### config.mk
export PLATFORM = sky130hd
export DESIGN_NAME = pc_fetch_seq
export DESIGN_NICKNAME = d
export VERILOG_FILES = /design/src/rtl/pc_fetch_pkg.sv /design/src/rtl/pc_addr.sv /design/src/rtl/pc_ras.sv /design/src/rtl/pc_fetch_seq.sv
export SDC_FILE = /design/constraint.sdc
export NUM_CORES = 1
export LEC_CHECK = 0
export CAP_MARGIN = 10
export CORE_MARGIN = 2
export CORE_UTILIZATION = 30
export CTS_BUF_LIST = sky130_fd_sc_hd__clkbuf_4 sky130_fd_sc_hd__clkbuf_8
export CTS_CLUSTER_SIZE = 10
export DETAILED_ROUTE_END_ITERATION = 10
export SYNTH_ARGS = -nofsm -noshare
export SYNTH_HDL_FRONTEND = slang
export SYNTH_HIERARCHICAL = 1
export SYNTH_SLANG_ARGS = --single-unit
### constraint.sdc
create_clock -name clk -period 3.6 [get_ports clk]
set_input_delay 0.72 -clock clk [delete_from_list [all_inputs] [get_ports clk]]
set_output_delay 0.72 -clock clk [all_outputs]
set_load 0.02 [all_outputs]
### src/rtl/pc_fetch_pkg.sv
// Shared types and constants for the PC sequencer / fetch requester.
// Redirect kind codes and the fetch FSM state encoding.
package pc_fetch_pkg;

  localparam int ADDR_W = 19;

  localparam logic [1:0] KIND_JUMP = 2'b00;
  localparam logic [1:0] KIND_CALL = 2'b01;
  localparam logic [1:0] KIND_RET  = 2'b10;

  typedef enum logic [1:0] {
    BOOT,
    FETCH,
    FLUSH,
    HALTED
  } state_t;

endpackage

### src/rtl/pc_addr.sv
// Modular address adder: y = a + b, wrapping at 2^W.
// Used as the PC incrementer and the call-link generator.
module pc_addr #(
  parameter int W = 19
) (
  input  logic [W-1:0] a,
  input  logic [W-1:0] b,
  output logic [W-1:0] y
);

  assign y = a + b;

endmodule

### src/rtl/pc_ras.sv
// Circular return-address stack; a push when full overwrites the
// oldest entry and raises a one-cycle overflow pulse.
module pc_ras #(
  parameter int W     = 19,
  parameter int DEPTH = 8
) (
  input  logic         clk,
  input  logic         rst,
  input  logic         push,
  input  logic         pop,
  input  logic [W-1:0] din,
  output logic [W-1:0] top,
  output logic         empty,
  output logic         full,
  output logic         ovf
);

  localparam int PW = $clog2(DEPTH);

  logic [W-1:0]  mem [DEPTH];
  logic [PW-1:0] sp;
  logic [PW-1:0] sp_prev;
  logic [PW:0]   count;

  assign sp_prev = sp - PW'(1);
  assign top     = mem[sp_prev];
  assign empty   = (count == '0);
  assign full    = (count == (PW+1)'(DEPTH));

  always_ff @(posedge clk) begin
    if (push) mem[sp] <= din;
  end

  always_ff @(posedge clk) begin
    if (rst) begin
      sp    <= '0;
      count <= '0;
      ovf   <= 1'b0;
    end else begin
      ovf <= push && full;
      if (push) begin
        sp <= sp + PW'(1);
        if (!full) count <= count + (PW+1)'(1);
      end else if (pop && !empty) begin
        sp    <= sp_prev;
        count <= count - (PW+1)'(1);
      end
    end
  end

endmodule

### src/rtl/pc_fetch_seq.sv
// PC sequencer and instruction-fetch requester with redirects
// (jump/call/return) and a circular return-address stack.
module pc_fetch_seq
  import pc_fetch_pkg::*;
#(
  parameter int                ADDR_W_P  = ADDR_W,
  parameter logic [ADDR_W_P-1:0] RESET_PC = '0,
  parameter int                RAS_DEPTH = 8
) (
  input  logic                clk,
  input  logic                rst,
  output logic                fetch_valid,
  output logic [ADDR_W_P-1:0] fetch_addr,
  input  logic                fetch_ready,
  input  logic                redir_valid,
  input  logic [1:0]          redir_kind,
  input  logic [ADDR_W_P-1:0] redir_target,
  input  logic [ADDR_W_P-1:0] redir_pc,
  input  logic                halt,
  output logic                ras_empty,
  output logic                ras_full,
  output logic                ras_ovf,
  output logic                ras_unf
);

  state_t state, state_nxt;

  logic [ADDR_W_P-1:0] pc, pc_nxt;
  logic [ADDR_W_P-1:0] pc_inc, link, ras_top;
  logic                unf, unf_nxt;
  logic                push, pop;
  logic                redir, accept;
  logic                is_call, is_ret;

  pc_addr #(.W(ADDR_W_P)) u_inc (
    .a (pc),
    .b (ADDR_W_P'(1)),
    .y (pc_inc)
  );

  pc_addr #(.W(ADDR_W_P)) u_link (
    .a (redir_pc),
    .b (ADDR_W_P'(1)),
    .y (link)
  );

  pc_ras #(.W(ADDR_W_P), .DEPTH(RAS_DEPTH)) u_ras (
    .clk   (clk),
    .rst   (rst),
    .push  (push),
    .pop   (pop),
    .din   (link),
    .top   (ras_top),
    .empty (ras_empty),
    .full  (ras_full),
    .ovf   (ras_ovf)
  );

  assign fetch_valid = (state == FETCH);
  assign fetch_addr  = pc;
  assign ras_unf     = unf;

  assign redir   = redir_valid && (state != BOOT);
  assign accept  = fetch_valid && fetch_ready;
  assign is_call = (redir_kind == KIND_CALL);
  assign is_ret  = (redir_kind == KIND_RET);

  always_comb begin
    state_nxt = state;
    pc_nxt    = pc;
    unf_nxt   = unf;
    push      = 1'b0;
    pop       = 1'b0;
    if (redir) begin
      pc_nxt    = redir_target;
      state_nxt = halt ? HALTED : FLUSH;
      unique case (1'b1)
        is_call: push = 1'b1;
        is_ret: begin
          if (ras_empty) begin
            pc_nxt    = RESET_PC;
            unf_nxt   = 1'b1;
            state_nxt = HALTED;
          end else begin
            pop    = 1'b1;
            pc_nxt = ras_top;
          end
        end
        default: ;
      endcase
    end else begin
      unique case (state)
        BOOT:  state_nxt = FETCH;
        FETCH: begin
          if (accept) pc_nxt = pc_inc;
          // A stalled request must complete before halting.
          if (halt && accept) state_nxt = HALTED;
        end
        FLUSH:  state_nxt = halt ? HALTED : FETCH;
        HALTED: if (!halt) state_nxt = FETCH;
        default: state_nxt = BOOT;
      endcase
    end
  end

  always_ff @(posedge clk) begin
    if (rst) begin
      state <= BOOT;
      pc    <= RESET_PC;
      unf   <= 1'b0;
    end else begin
      state <= state_nxt;
      pc    <= pc_nxt;
      unf   <= unf_nxt;
    end
  end

endmodule

# == After elaboration in Yosys (flattened, before gate mapping) ==
# Memory sizes are Yosys's and may differ from the RTL's.
# Cells that the tools add are included.
# totals
reg_bits,30
ram_bits,152
mem_count,1
# classes
addsub,6
n_eq_ne,9
muxes,25
n_reduce_logical,16
# mem_list
name,words,width,rd,rd_ports_with_merged_regs,write_ports,line_no,rtl
u_ras.mem,8,19,1,0,1,pc_ras.sv:20,logic [W-1:0] mem [DEPTH];
# op_table
cell,n
2-to-1 mux 19 bit,5
"adder 19 x 1 -> 19 bit, second input constant",2
2-to-1 mux 4 bit,3
2-to-1 mux 1 bit,10
2-to-1 mux 2 bit,4
case mux 2 bit (4 select lines),1
nonzero test 2 bit,4
"equality test 2 bit, second input constant",3
2-to-1 mux 3 bit,2
AND reduction 2 bit,3
logical AND 1 bit,5
"adder 4 x 1 -> 4 bit, second input constant",1
"equality test 2 x 1 -> 1 bit, second input constant",2
"equality test 4 bit, second input constant",1
logical NOT 4 bit,1
"subtractor 4 x 1 -> 4 bit, second input constant",1
"adder 3 x 1 -> 3 bit, second input constant",1
"inequality test 3 x 1 -> 1 bit, second input constant",1
"inequality test 3 bit, second input constant",1
AND reduction 3 bit,1
"subtractor 3 x 1 -> 3 bit, second input constant",1
logical NOT 2 bit,1
"inequality test 2 bit, second input constant",1
logical NOT 1 bit,1

# == Longest topological paths before layout ==
# Gate-level depths: netlist (run 1).
# depth
word_depth,7
depth_mapped,13

# == Hierarchy ==
# The synthesis (run 1) kept the hierarchy.
# modules_own_cells
module,n_inst,cells_per_inst,area_each_um2,seq_area_each_um2
pc_ras,1,292,6417.4,4724.5
pc_addr,2,117,847.1,0.0
pc_fetch_seq,1,138,1391.3,440.4

# == Worst setup path before layout (run 1) ==
# No wires, ideal clock.
# synth_path
path_kind,flip-flop to flip-flop
from,register state[0]
to,"memory u_ras.mem[2][0], enable pin"
setup_time_ps,419
arrival_ps,2983
slack_ps,198
stages_incl_launch_ff,10
synth_period_minus_slack_ps,3402
path_cell_list,dfxtp_1 inv_1 ha_1 nand2b_4 buf_6 buf_4 nor3b_1 buf_2 nand2_1 nor3_1
# synth_via
elab_chain_cells,5
# synth_lines
item,line_no,rtl
"start, declared",pc_fetch_seq.sv:26,"state_t state, state_nxt;"
"start signal, assigned",pc_fetch_seq.sv:112,state <= state_nxt;
nonzero test 2 bit,pc_fetch_seq.sv:63,assign redir = redir_valid && (state != BOOT);
logical AND 1 bit,pc_fetch_seq.sv:63,
2-to-1 mux 1 bit,pc_fetch_seq.sv:74,if (redir) begin
via push,pc_fetch_seq.sv:31,"logic push, pop;"
2-to-1 mux 1 bit,pc_ras.sv:31,if (push) mem[sp] <= din;
2-to-1 mux 1 bit (not written as such),pc_ras.sv:31,
"end, declared",pc_ras.sv:20,
# The timed path passes the listed nets, and every way through them passes these cells.

# == Final worst setup path (run 1) ==
# layout_path
from,input port redir_pc[0]
to,memory u_ras.mem[0][16] (data pin)
# layout_via
elab_chain_cells,1
# layout_lines
item,line_no,rtl
"start, declared",pc_fetch_seq.sv:18,"input logic [ADDR_W_P-1:0] redir_pc,"
adder 19 x 1 -> 19 bit,pc_addr.sv:11,assign y = a + b;
via link[16],pc_fetch_seq.sv:29,"logic [ADDR_W_P-1:0] pc_inc, link, ras_top;"
# The timed path passes the listed nets, and every way through them passes these cells.

==> out/metrics.cfg, run 1 <==
[outcome]
status=completed

[die]
die_y_um=182
rows=65
start_util=0.303
dieArea_um2=33100
core_area_um2=31400
die_x_um=182
io_pins=69

[final_layout]
final_nets=875
final_cell_count_no_fill=1197
final_area_um2=11200
drive_gt1_frac=0.142
diodes=0
area_delta_synth_final_pct=18.0
fin_util=0.357

[logic_synthesis]
async_flop_share=0
yosys_warnings=6
netlist_area_um2=9500
synth.distinct_cells=66
yosysSeqAreaShare=0.544
synth_cells=664
synthFlopType=edfxtp_1
synth_edf_count=152
synth_seq_cells=182
syn_area_per_cell_um2=14.3

[critical_path]
critPathCaptureType=register
crit_slowest_cell=clkdlybuf4s50_1
critical_path_class=input port to register
worstPathCellList=clkdlybuf4s50_1 -> ha_1 -> inv_1 -> fa_1 -> nand2b_1 -> a21oi_1 -> o2111ai_1 -> o21ai_1 -> a31oi_1 -> xnor2_1
rr_worst_depth=11
reg2reg_setup_slack_ns=1.03
cp_max_fo=8
start_kind=input port
crit_required_ns=3.80
slowest_delay_ns=0.46
cp_num_cells=10
arrival_ns=3.24
cp.buffers_inverters=2
cp_top_family=compound AO/OA/AOI/OAI gates

[clock_tree]
clk_pin_slew_worst_paths_ns=0.11
clkLatencyLatePin_ns=0.46
cts_sinks=182
cts_setup_buffers=0
cts.path.max_buffers=2
postCtsHoldBufs=0
cts_max_level=4
cts_tree=built
numCtsBuffers=17
ctsResizeCount=0
clock-root-buffer=clkbuf_8

[place]
hpwlAfterDp_mm=12.8
place_congestion=0.837
dpl_cell_area_um2=10800
place_inst=1165
dp_slack_ns=0.00339
io_buffers=68

[sta]
layout_min_cycle_time_ns=3.04
timing.fmax_ghz=0.329
hold_ws_ns=0.485
final_max_slew_viol_count=0
setup_viol=0
relSlewSlack=0.424
finalSetupTns_ns=0
hold_violations=0
clock-skew-final_ns=0.0138
fin_crit_sh=0.843
rsz0062_at_grt=false
finalWorstSetupSlack_ns=0.564
tightestPinTransition_ns=0.858

[detailed_routing]
dr.pass1.iters=5
finalWirelength_mm=20.0
drtIter0Drc=391
num_vias=5792
drc=0
routed_via_density=4.84
wl_per_cell_um=16.7
drtAntennaViolNets=0

[flow_run]
drv_cap=0

[global_routing]
grt-ovfl-total=0
grt_pass1_wl_mm=31.0
grt_pass1_vias=5485
grt_use_total=0.123
antenna_found_initial=0
grt_max_degree=44

[pwr]
vdd_drop_max_v=0.000235
power_mw=5.07
power.density_nw_per_um2=452
leakage_nw=3.92

[hold_path]
hold_class=register to register
whs_path_depth=2

-- synth_stat cells, drive strengths merged (12+ instances only) --
master	number	area, um2
a21o	12	90.1
a21oi	37	193
a221oi	19	229
buf	21	171
dfxtp	30	601
edfxtp	152	4560
ha	45	563
inv	34	128
mux2	19	214
mux4	38	968
nand2	24	90.1
nor2	52	195
o21ai	14	70.1
o32ai	19	241
xnor2	25	219
xor2	13	133
-- worst min-delay path, cell delays in order, from the launching register on --
cell	delay, ns
dfxtp_1	0.34
inv_1	0.06
o32ai_1	0.05
-- registers in the layout, indices dropped and copies added, names as in the netlist --
signal and cells:
u_ras/sp 3, u_ras/ovf 1, state 2, u_ras/mem 152
ras_unf 1, u_ras/count 4, fetch_addr 19
-- power by group --
part	internal [mW]	leakage [nW]	switching [mW]
Sequential	2.42	1.61	0.0479
Clock	0.602	0.207	0.855
Combinational	0.499	2.10	0.645
Total	3.52	3.92	1.55
-- cell families (layout without fill, tap and decap cells) --
logic type / Yosys count / after routing / synth area share
other cells: 2 / 40 / 0.000790
compound gates: 144 / 144 / 0.123
simple gates: 131 / 131 / 0.0681
buf+inv: 61 / 154 / 0.0362
flops: 182 / 182 / 0.544
fa+ha+maj: 48 / 48 / 0.0656
xor+xnor: 38 / 38 / 0.0370
mux: 58 / 58 / 0.125
-- final cells by class --
cell class	count	area (um2)
tap	402	503
fill	3022	20200
clock inverter	15	206
sequential	182	5170
inverter	34	128
multi-input combinational	459	4150
clock buffer	17	234
timing repair buffer	88	831
-- worst paths after layout --
check,start,end
min reg2reg,fetch_addr[0]$_SDFFE_PP0P_,fetch_addr[0]$_SDFFE_PP0P_
max,redir_pc[0],u_ras/mem[0][16]$_DFFE_PP_
max reg2reg,fetch_addr[0]$_SDFFE_PP0P_,fetch_addr[16]$_SDFFE_PP0P_
min,fetch_addr[0]$_SDFFE_PP0P_,fetch_addr[0]$_SDFFE_PP0P_
-- per-layer routing --
| layer | vias up | wire length, um | global-route usage |
|---|---|---|---|
| met5 | - | 0 | 0 |
| met4 | 0 | 153 | 0.0281 |
| met3 | 11 | 1060 | 0.0223 |
| met2 | 166 | 9000 | 0.192 |
| met1 | 2799 | 9760 | 0.178 |
| li1 | 2816 | - | - |
-- placed cells by master (no fill, tap or decap), types with 8 or more instances in the layout --
cell type,instances
dfxtp_1,29
clkdlybuf4s50_1,68
o32ai_1,9
edfxtp_1,152
mux4_1,30
mux4_2,8
conb_1,40
clkbuf_8,17
o32ai_2,10
o21ai_1,8
xor2_1,12
a221oi_1,9
a21oi_1,35
nand2_1,24
a21o_1,12
inv_1,34
nor2_1,52
ha_1,45
xnor2_1,25
buf_4,20
nor2b_1,10
a221oi_2,10
mux2_2,19
Note: power is estimated with default switching activity, not from simulation.
==> run 2, diff against run 1 <==
==> constraint.sdc (replaced) <==
create_clock -name clk -period 2.6 [get_ports clk]
set_input_delay 0.52 -clock clk [delete_from_list [all_inputs] [get_ports clk]]
set_output_delay 0.52 -clock clk [all_outputs]
set_load 0.02 [all_outputs]
==> run 2 against run 1 <==
Effect of this change: non-clock buffer count grew 35; largest power group unchanged; global-route usage rose by 0.65 points; clock power grew 30%; sequential cell count unchanged; clock skew shrank 0.0010 ns; critical path type unchanged; largest cell class unchanged; power rose by 39%.
==> out/metrics.cfg, run 2 (same netlist as run 1, synthesis figures left out) <==
[outcome]
status=completed

[critical_path]
critPathCaptureType=register
reg2reg_setup_slack_ns=0.20
r2r-end=fetch_addr[16]$_SDFFE_PP0P_
crit_slowest_cell=clkdlybuf4s50_1
critical_path_class=input port to register
worstPathCellList=clkdlybuf4s50_1 -> ha_1 -> inv_1 -> fa_2 -> nand2b_4 -> a21oi_4 -> o2111ai_4 -> o21ai_1 -> a31oi_1 -> xnor2_2 -> buf_4
cp_max_fo=8
startpoint=redir_pc[0]
slowest_delay_ns=0.46
rr_worst_depth=11
crit_required_ns=2.82
r2r_start=fetch_addr[0]$_SDFFE_PP0P_
critical_path.endpoint=u_ras/mem[5][18]$_DFFE_PP_
start_kind=input port
arrival_ns=2.73

[final_layout]
top_register=u_ras/mem
final_nets=910
largest_register_ffs=152
final_cell_mix=152 x edfxtp_1, 67 x clkdlybuf4s50_1, 52 x nor2_1, 47 x buf_4, 45 x ha_1
fin_util=0.374
drive_gt1_frac=0.206
final_cell_count_no_fill=1233
final_area_um2=11700
fillers=2956
area_delta_synth_final_pct=23.5
final_common_cell=edfxtp_1

[sta]
setup_viol=0
clock-skew-final_ns=0.0128
rsz0062_at_grt=false
fin_crit_sh=0.966
timing.fmax_ghz=0.398
finalSetupTns_ns=0
relSlewSlack=0.522
tightestPinTransition_ns=0.713
layout_min_cycle_time_ns=2.51
hold_violations=0
final_max_slew_viol_count=0

[pwr]
swShare=0.307
combPwrFrac=0.244
power.share.clock=0.270
power.density_nw_per_um2=600
vdd_drop_max_v=0.000272
power.internal_mw=4.88
switching_power_mw=2.16
leakage_nw=4.18
sequentialPowerShare=0.486

[place]
place_inst=1198
hpwlAfterDp_mm=14.0
place_congestion=0.810
dpl_cell_area_um2=11100
io_buffers=68

[die]
die_x_um=182
dieArea_um2=33100
rows=65
core_area_um2=31400
start_util=0.303
die_y_um=182
io_pins=69

[global_routing]
use_met2=0.212
grt-ovfl-total=0
grtUsageMet3=0.0307
grtUsageMet1=0.174
grt_pass1_wl_mm=32.8
grt_use_total=0.129
busiest_layer=met2
grt_max_degree=44
grt_pass1_vias=5883
antenna_found_initial=0

[detailed_routing]
drtIter0Drc=300
drc=0
wl_per_cell_um=16.9
routed_via_density=4.84
finalWirelength_mm=20.9
dr.pass1.iters=6
drtAntennaViolNets=0
num_vias=5967

[hold_path]
whs_path_depth=2
hold_class=register to register

[clock_tree]
clock-root-buffer=clkbuf_8
postCtsHoldBufs=0
cts_max_level=4
clk_pin_slew_worst_paths_ns=0.10
cts_tree=built
numCtsBuffers=17
cts.path.max_buffers=2
cts_sinks=182
clkLatencyLatePin_ns=0.47

[flow_run]
drv_cap=0

run 2: cell types whose count changed in the layout (fill, tap and decap cells not counted), sizes merged:
| cell | before | now |
|---|---|---|
| buf | 20 | 55 |
| clkinvlp | 3 | 0 |
| inv | 39 | 42 |
| bufinv | 1 | 0 |
| clkdlybuf4s50 | 68 | 67 |
| clkinv | 6 | 7 |
| diode | 0 | 1 |
| dlymetal6s2s | 0 | 1 |
run 2: power groups by stage:
stage / registers (mW) / clock network (mW) / logic (mW)
finish: 3.42 / 1.90 / 1.72
global route: 3.43 / 2.08 / 1.90
CTS: 3.42 / 1.96 / 1.67
detailed placement: 3.49 / 0 / 1.63
global placement: 3.48 / 0 / 1.60
floorplan: 3.53 / 0 / 1.06
run 2: worst min path at each step:
stage / end / start / slack, ns
6_report: fetch_addr[14]$_SDFFE_PP0P_ / fetch_addr[14]$_SDFFE_PP0P_ / 0.49
5_1_grt: fetch_addr[14]$_SDFFE_PP0P_ / fetch_addr[14]$_SDFFE_PP0P_ / 0.50
4_1_cts: fetch_addr[12]$_SDFFE_PP0P_ / fetch_addr[12]$_SDFFE_PP0P_ / 0.49
3_5_place_dp: fetch_addr[12]$_SDFFE_PP0P_ / fetch_addr[12]$_SDFFE_PP0P_ / 0.47
3_3_place_gp: ras_unf$_SDFFE_PP0P_ / ras_unf$_SDFFE_PP0P_ / 0.46
2_1_floorplan: u_ras/count[1]$_SDFFE_PP0P_ / u_ras/count[1]$_SDFFE_PP0P_ / 0.51
run 2: metrics by stage:
step	worst slack, ns	total power [mW]	hold WS, ns
floorplan	-0.206	4.59	0.514
detailed placement	-0.785	5.11	0.473
finish	0.0890	7.04	0.487
global route	0.00933	7.41	0.501
global placement	-0.715	5.09	0.463
CTS	0.0122	7.05	0.492
run 2: routing by layer:
| layer | wire [um] | share of wire |
|---|---|---|
| met1 | 10100 | 0.48 |
| met2 | 9830 | 0.47 |
| met3 | 777 | 0.037 |
| met4 | 189 | 0.0091 |
| met5 | 0 | 0 |
run 2: timing repair:
item	CTS	global route
setup endpoints to repair	66	99
gates resized for setup	14	14
buffers inserted	0	2
pin swaps	3	13
run 2: layout make-up:
class | count | area (um2) | share of cell area
sequential | 182 | 5170 | 0.440
tap | 402 | 503 | 0.0429
clock buffer | 17 | 234 | 0.0199
timing repair buffer | 123 | 1200 | 0.102
antenna | 1 | 2.50 | 0.000213
clock inverter | 15 | 179 | 0.0152
multi-input combinational | 459 | 4330 | 0.369
inverter | 34 | 128 | 0.0109
run 2: critical path: cells and delay by family:
family          cells  cell delay, ns
fa+ha+maj           2            0.54
simple gates        1            0.17
xor+xnor            1            0.16
compound gates      4            0.67
buf+inv             3            0.68
